**config.mk**
```make
export PLATFORM = sky130hd
export DESIGN_NAME = mode_controller
export DESIGN_NICKNAME = d
export VERILOG_FILES = /design/src/rtl/mode_controller.sv
export SDC_FILE = /design/constraint.sdc
export NUM_CORES = 1
export LEC_CHECK = 0
export BUFFER_PORTS_ARGS = -buffer_cell sky130_fd_sc_hd__buf_4
export CAP_MARGIN = 20
export CORE_UTILIZATION = 65
export CTS_BUF_LIST = sky130_fd_sc_hd__clkbuf_8
export CTS_CLUSTER_DIAMETER = 30
export DETAILED_ROUTE_END_ITERATION = 10
export GPL_TIMING_DRIVEN = 0
export PLACE_DENSITY = 0.81
export SKIP_CTS_REPAIR_TIMING = 1
export SLEW_MARGIN = 20
export SYNTH_ARGS = -nofsm -noshare
export SYNTH_HDL_FRONTEND = slang
export SYNTH_SLANG_ARGS = --single-unit
```
**constraint.sdc**
```tcl
create_clock -name clk -period 2.2 [get_ports clk]
set_input_delay 0 -clock clk [delete_from_list [all_inputs] [get_ports clk]]
set_output_delay 0 -clock clk [all_outputs]
set_load 0.01 [all_outputs]
```
**src/rtl/mode_controller.sv**
```systemverilog
// Turns three debounced active-low buttons and an auto-cycle switch into the
// registered 4-bit mode code (OFF, M1..M4) for the LED pattern selector.
module mode_controller #(
  parameter int DEBOUNCE_CYCLES = 1_000_000,
  parameter int AUTO_PERIOD     = 50_000_000
) (
  input  logic       clk,
  input  logic       rst_n,
  input  logic       key_next_n,
  input  logic       key_prev_n,
  input  logic       key_off_n,
  input  logic       auto_en,
  output logic [3:0] mode_select,
  output logic       mode_changed
);

  localparam int DW = $clog2(DEBOUNCE_CYCLES);
  localparam int TW = $clog2(AUTO_PERIOD);
  localparam logic [DW-1:0] DB_MAX = DW'(DEBOUNCE_CYCLES - 1);
  localparam logic [TW-1:0] AP_MAX = TW'(AUTO_PERIOD - 1);

  localparam int K_NEXT = 0;
  localparam int K_PREV = 1;
  localparam int K_OFF  = 2;

  typedef enum logic [3:0] {
    M_OFF = 4'b0000,
    M_1   = 4'b0001,
    M_2   = 4'b0010,
    M_3   = 4'b0011,
    M_4   = 4'b0100
  } mode_t;

  logic [2:0]    key_s1, key_s2;
  logic          auto_s1, auto_s2;
  logic [2:0]    key_db, key_db_d, key_evt;
  logic [DW-1:0] db_cnt [3];
  logic [TW-1:0] timer;
  mode_t         mode_q, mode_nxt;
  logic          tick, key_any, timer_clr;

  always_ff @(posedge clk or negedge rst_n) begin
    if (!rst_n) begin
      key_s1  <= '1;
      key_s2  <= '1;
      auto_s1 <= 1'b0;
      auto_s2 <= 1'b0;
    end else begin
      key_s1  <= {key_off_n, key_prev_n, key_next_n};
      key_s2  <= key_s1;
      auto_s1 <= auto_en;
      auto_s2 <= auto_s1;
    end
  end

  // A new level is accepted only after it has differed from the debounced
  // state for DEBOUNCE_CYCLES consecutive cycles; any return clears the count.
  always_ff @(posedge clk or negedge rst_n) begin
    if (!rst_n) begin
      key_db   <= '1;
      key_db_d <= '1;
      key_evt  <= '0;
      for (int i = 0; i < 3; i++) db_cnt[i] <= '0;
    end else begin
      for (int i = 0; i < 3; i++) begin
        if (key_s2[i] == key_db[i]) begin
          db_cnt[i] <= '0;
        end else if (db_cnt[i] == DB_MAX) begin
          key_db[i] <= key_s2[i];
          db_cnt[i] <= '0;
        end else begin
          db_cnt[i] <= db_cnt[i] + 1'b1;
        end
      end
      key_db_d <= key_db;
      key_evt  <= key_db_d & ~key_db;
    end
  end

  function automatic mode_t adv_next(input mode_t m);
    case (m)
      M_OFF:   return M_1;
      M_1:     return M_2;
      M_2:     return M_3;
      M_3:     return M_4;
      M_4:     return M_1;
      default: return M_OFF;
    endcase
  endfunction

  function automatic mode_t adv_prev(input mode_t m);
    case (m)
      M_OFF:   return M_4;
      M_4:     return M_3;
      M_3:     return M_2;
      M_2:     return M_1;
      M_1:     return M_4;
      default: return M_OFF;
    endcase
  endfunction

  always_comb begin
    mode_nxt = mode_q;
    key_any  = |key_evt;
    tick     = auto_s2 && (mode_q != M_OFF) && (timer == AP_MAX);
    if (!(mode_q inside {M_OFF, M_1, M_2, M_3, M_4}))
      mode_nxt = M_OFF;
    else if (key_evt[K_OFF])
      mode_nxt = M_OFF;
    else if (key_evt[K_NEXT] && key_evt[K_PREV])
      mode_nxt = mode_q;
    else if (key_evt[K_NEXT])
      mode_nxt = adv_next(mode_q);
    else if (key_evt[K_PREV])
      mode_nxt = adv_prev(mode_q);
    else if (tick)
      mode_nxt = adv_next(mode_q);
    // Key events win over a coincident tick because they are checked first.
    timer_clr = !auto_s2 || (mode_q == M_OFF) || key_any || tick
                || (mode_nxt != mode_q);
  end

  always_ff @(posedge clk or negedge rst_n) begin
    if (!rst_n) begin
      mode_q       <= M_OFF;
      mode_changed <= 1'b0;
      timer        <= '0;
    end else begin
      mode_q       <= mode_nxt;
      mode_changed <= (mode_nxt != mode_q);
      timer        <= timer_clr ? '0 : timer + 1'b1;
    end
  end

  assign mode_select = mode_q;

endmodule

```
# Word-level counts from Yosys, hierarchy flattened
# Cells that the tools add are included.
# totals
output_inout_bits	5
regBits	108
# classes
bitwise_logic	5
n_reduce_logical	17
n_eq_ne	12
n_addsub	4
mux	15
# ops
cell	count
$mux 20	6
$add 20x1->20 const B	3
$eq 20x20->1 const B	3
$add 26x1->26 const B	1
$eq 26x26->1 const B	1
$mux 26	1
$mux 4	6
$pmux 3 s4	2
$eq 4x2->1 const B	2
$reduce_and 2->1	3
$reduce_bool 5->1	1
$eq 4x1->1 const B	1
$eq 4x3->1 const B	1
$logic_not 4->1	1
$logic_or 1x1->1	4
$ne 4x4->1	1
$reduce_bool 4->1	1
$reduce_or 2->1	2
$and 3x3->3	1
$eq 1x1->1	3
$logic_and 1x1->1	3
$not 1->1	3
$not 3->3	1
$reduce_or 3->1	1
$logic_not 1->1	1

# Logic depth before layout (Yosys ltp)
# depth
ltp_word	12
depth_mapped	8

# Worst setup path before layout
# Ideal clock, no wire load.
# synth_path
kind	register to register
startpoint	register timer[0]
endpoint	register mode_q[0], in the netlist mode_select[0]
stages_incl_launch_ff	7
synth_period_minus_slack_ns	1.997
setup_ns	0.128
required_time_ns	2.072
t_arrival_ns	1.869
n_path_buf	0
slack_ns	0.203
path_cell_list	dfrtp_1 -> ha_1 -> nand3_2 -> or4_4 -> nor3_2 -> o31ai_2 -> mux2_1
# synth_between
elab_chain_cells	8
# synth_lines
element	line_no	source
from (decl)	38	logic [TW-1:0] timer;
from (signal assigned)	131	timer <= timer_clr ? '0 : timer + 1'b1;
$eq 26x26->1	105	tick = auto_s2 && (mode_q != M_OFF) && (timer == AP_MAX);
$logic_and 1x1->1	105	
$mux 4	116	else if (tick)
$mux 4	114	else if (key_evt[K_PREV])
$mux 4	112	else if (key_evt[K_NEXT])
$mux 4	110	else if (key_evt[K_NEXT] && key_evt[K_PREV])
$mux 4	108	else if (key_evt[K_OFF])
$mux 4	106	if (!(mode_q inside {M_OFF, M_1, M_2, M_3, M_4}))
via mode_nxt[0]	39	mode_t mode_q, mode_nxt;
to (signal assigned)	129	mode_q <= mode_nxt;
to (decl)	39	
# The timed path passes the listed nets, and every way through them passes these cells.
# A chain may end at the register's enable or synchronous reset.

# Final worst setup path
# Same ends and word-level chain as after synthesis.

==> results_dict.tcl <==
set metrics [dict create \
    outcome "complete, no violations" \
    via_count 3759 \
    timing.final.hold_violations 0 \
    crit_buf_inv 0 \
    drc 0 \
    coreArea_um2 7850 \
    die_area_um2 8610 \
    numCtsBuffers 9 \
    syn_area_um2 5360 \
    synth_nets 529 \
    routed_wl_um 9560 \
    postRouteAntennaNets 0 \
    crit_required_ns 2.45 \
    overflow 0 \
    viasPerCell 5.76 \
    synth_async_sr_flop_share 1.00 \
    wl_met2_um 4620 \
    power_density_nw_per_um2 593 \
    grt_usage 0.246 \
    io_buffers 10 \
    die_h_um 92.8 \
    ys_types 52 \
    num_io_pins 11 \
    slowest_delay_ns 0.59 \
    finalSetupViolations 0 \
    maxCapViolCount 0 \
    reg2regPathDepth 6 \
    clk_path_buf_depth 2 \
    dp_hpwl_um 6250 \
    clk_pin_slew_ns 0.10 \
    tightest_slew_ns 0.925 \
    final_cells 653 \
    place_inst 631 \
    relSlewSlack 0.383 \
    dr.pass1.iters 5 \
    dpl_worst_slack_ns -0.113 \
    clkSinkCount 108 \
    dieWidth_um 92.8 \
    cp.arrival_ns 2.36 \
    hold_depth 2 \
    synth_edf_count 0 \
    yosys.area.top_type "dfrtp_1" \
    rsz0062_at_grt "no" \
    ir_drop_uv 482 \
    total_power_mw 3.49 \
    drt_iter0_drc 134 \
    antenna_found_initial 0 \
    synth_area_leaders "dfrtp_1 (45%), xnor2_1 (6.9%), xor2_1 (6.7%), nor2_1 (6.2%), dfstp_2 (5.9%)" \
    crit_type "flip-flop to flip-flop" \
    insertion_delay_ns 0.37 \
    start_util 0.683 \
    diodes 0 \
    yosys.area.top_type_share 0.448 \
    path_delay_family "simple AND/OR/NAND/NOR gates" \
    num_rows 32 \
    nFillCells 551 \
    top_layer "met4" \
    hp-class "input pin to flip-flop" \
    dr_wl_met3_um 357 \
    skew_ns 0.0142 \
    drive_gt1_frac 0.160 \
    area_growth_pct 9.79 \
    cts_tree "built" \
    grt_pass1_wl_um 16900 \
    grt_max_degree 109 \
    netlist_instances 519 \
    finalCriticalPeriod_ns 2.11 \
    critPathLaunchType "flip-flop" \
    critPathMaxFanout 4 \
    cp-end-kind "flip-flop" \
    ys_warn_count 0 \
    finalCritPeriodShare 0.958 \
    wl_met1_um 4430 \
    power.leakage_nw 2.39 \
    max_freq_mhz 474 \
    setup-tns-final_ns 0 \
    wl_per_cell_um 14.6 \
    setup_slack_ns 0.0915 \
    fin_nets 556 \
    ys_ff_latch 108 \
    root_buffer "clkbuf_8" \
    syn_avg_cell_area_um2 10.3 \
    place.gp.congestion 0.866 \
    worst_hold_slack_ns 0.273 \
    yosysSeqAreaShare 0.507 \
    synth_flop_cell "dfrtp_1" \
    grt_pass1_vias 3735 \
    path_cells "ha_4, nand3_2, or4_4, nor3_4, o31ai_2, mux2_1" \
    h-tree-depth 3 \
    cpMaxStageDelayCell "or4_4" \
    crit_cells 6 \
    maxSlewViolCount 0 \
]
[worst paths after layout]
check	start	to	slack, ns
max in group asynchronous	rst_n	timer[21]	1.28
min	key_prev_n	key_s1[1]	0.27
min reg2reg	key_s1[1]	key_s2[1]	0.36
max	timer[0]	mode_select[0]	0.09
max reg2reg	timer[0]	mode_select[0]	0.09
min in group asynchronous	rst_n	key_evt[0]	0.32
[state kept, by name, summed over array words and instances, names as in the netlist]
register / count
auto_s1: 1
key_db: 3
mode_select: 4
mode_changed: 1
key_db_d: 3
timer: 26
db_cnt: 60
key_s1: 3
key_evt: 3
key_s2: 3
auto_s2: 1
[report_power, final]
| group | switching [mW] | internal [mW] |
|---|---|---|
| Combinational | 0.0978 | 0.0510 |
| Sequential | 0.0206 | 2.01 |
| Clock | 0.666 | 0.640 |
[metal layers]
metal	up-vias	global-route usage
met1	1838	0.321
li1	1808	-
met5	-	0
met3	14	0.0476
met4	0	0.0756
met2	99	0.414
[cells in the final DEF (no fill, tap or decap), types with 4 or more instances in the layout]
cell type      instances
a21oi_1                4
and2_1                 5
and3_1                15
and4_1                 5
buf_2                  4
buf_4                 11
clkbuf_8               9
dfrtp_1               96
dfstp_2               12
dlygate4sd3_1          5
inv_1                 15
nand2_1               34
nand3_1               31
nand4_1               17
nor2_1                88
nor2_4                18
nor2b_1                4
nor3_1                15
nor4_1                 8
nor4b_1                5
xnor2_1               42
xor2_1                41
[per-stage QoR]
stage	utilization	instance area (um2)
6_report	0.749	5880
5_1_grt	0.749	5880
4_1_cts	0.736	5780
3_3_place_gp	0.708	5560
3_5_place_dp	0.709	5560
2_1_floorplan	-	5360
[cells by family after synthesis]
group                      share of synthesized area
adders and majority gates                    0.00934
buffers and inverters                         0.0294
AOI/OAI and AO/OA                             0.0360
DFF                                            0.507
and+or+nand+nor                                0.273
other                                       0.000700
muxes                                        0.00841
xor gates and xnor gates                       0.136
[cells in the mapped netlist (2+ instances only)]
master    instances
and3_1           15
xnor2_1          42
and2_1            5
o21a_1            2
nand3_2           2
a211oi_1          2
and4_1            5
nor2_1           88
ha_1              4
nor4b_1           5
xor2_1           41
inv_1            13
buf_2             4
nand2_1          34
nor2_4           18
mux2_2            3
clkbuf_1          7
a31oi_1           2
or2_2             3
nor4_2            2
dfrtp_1          96
or3_1             3
nor3_1           15
nor2_2            2
o21ai_0           3
a21oi_1           4
nor4_1            9
nor2b_1           4
nand3_1          31
buf_12            2
a2111o_1          2
dfstp_2          12
nand2b_1          3
nand4_1          17
buf_6             2
[final cells by class]
type                            count  area, um2  share of cell area
Buffer                             14        109              0.0185
Clock buffer                        9        124              0.0211
Clock inverter                      7       90.1              0.0153
Inverter                           13       48.8             0.00830
Multi-Input combinational cell    383       2520               0.429
Sequential cell                   108       2720               0.462
Tap cell                          102        128              0.0217
Timing Repair Buffer               17        144              0.0245
(Power assumes the default switching activity.)
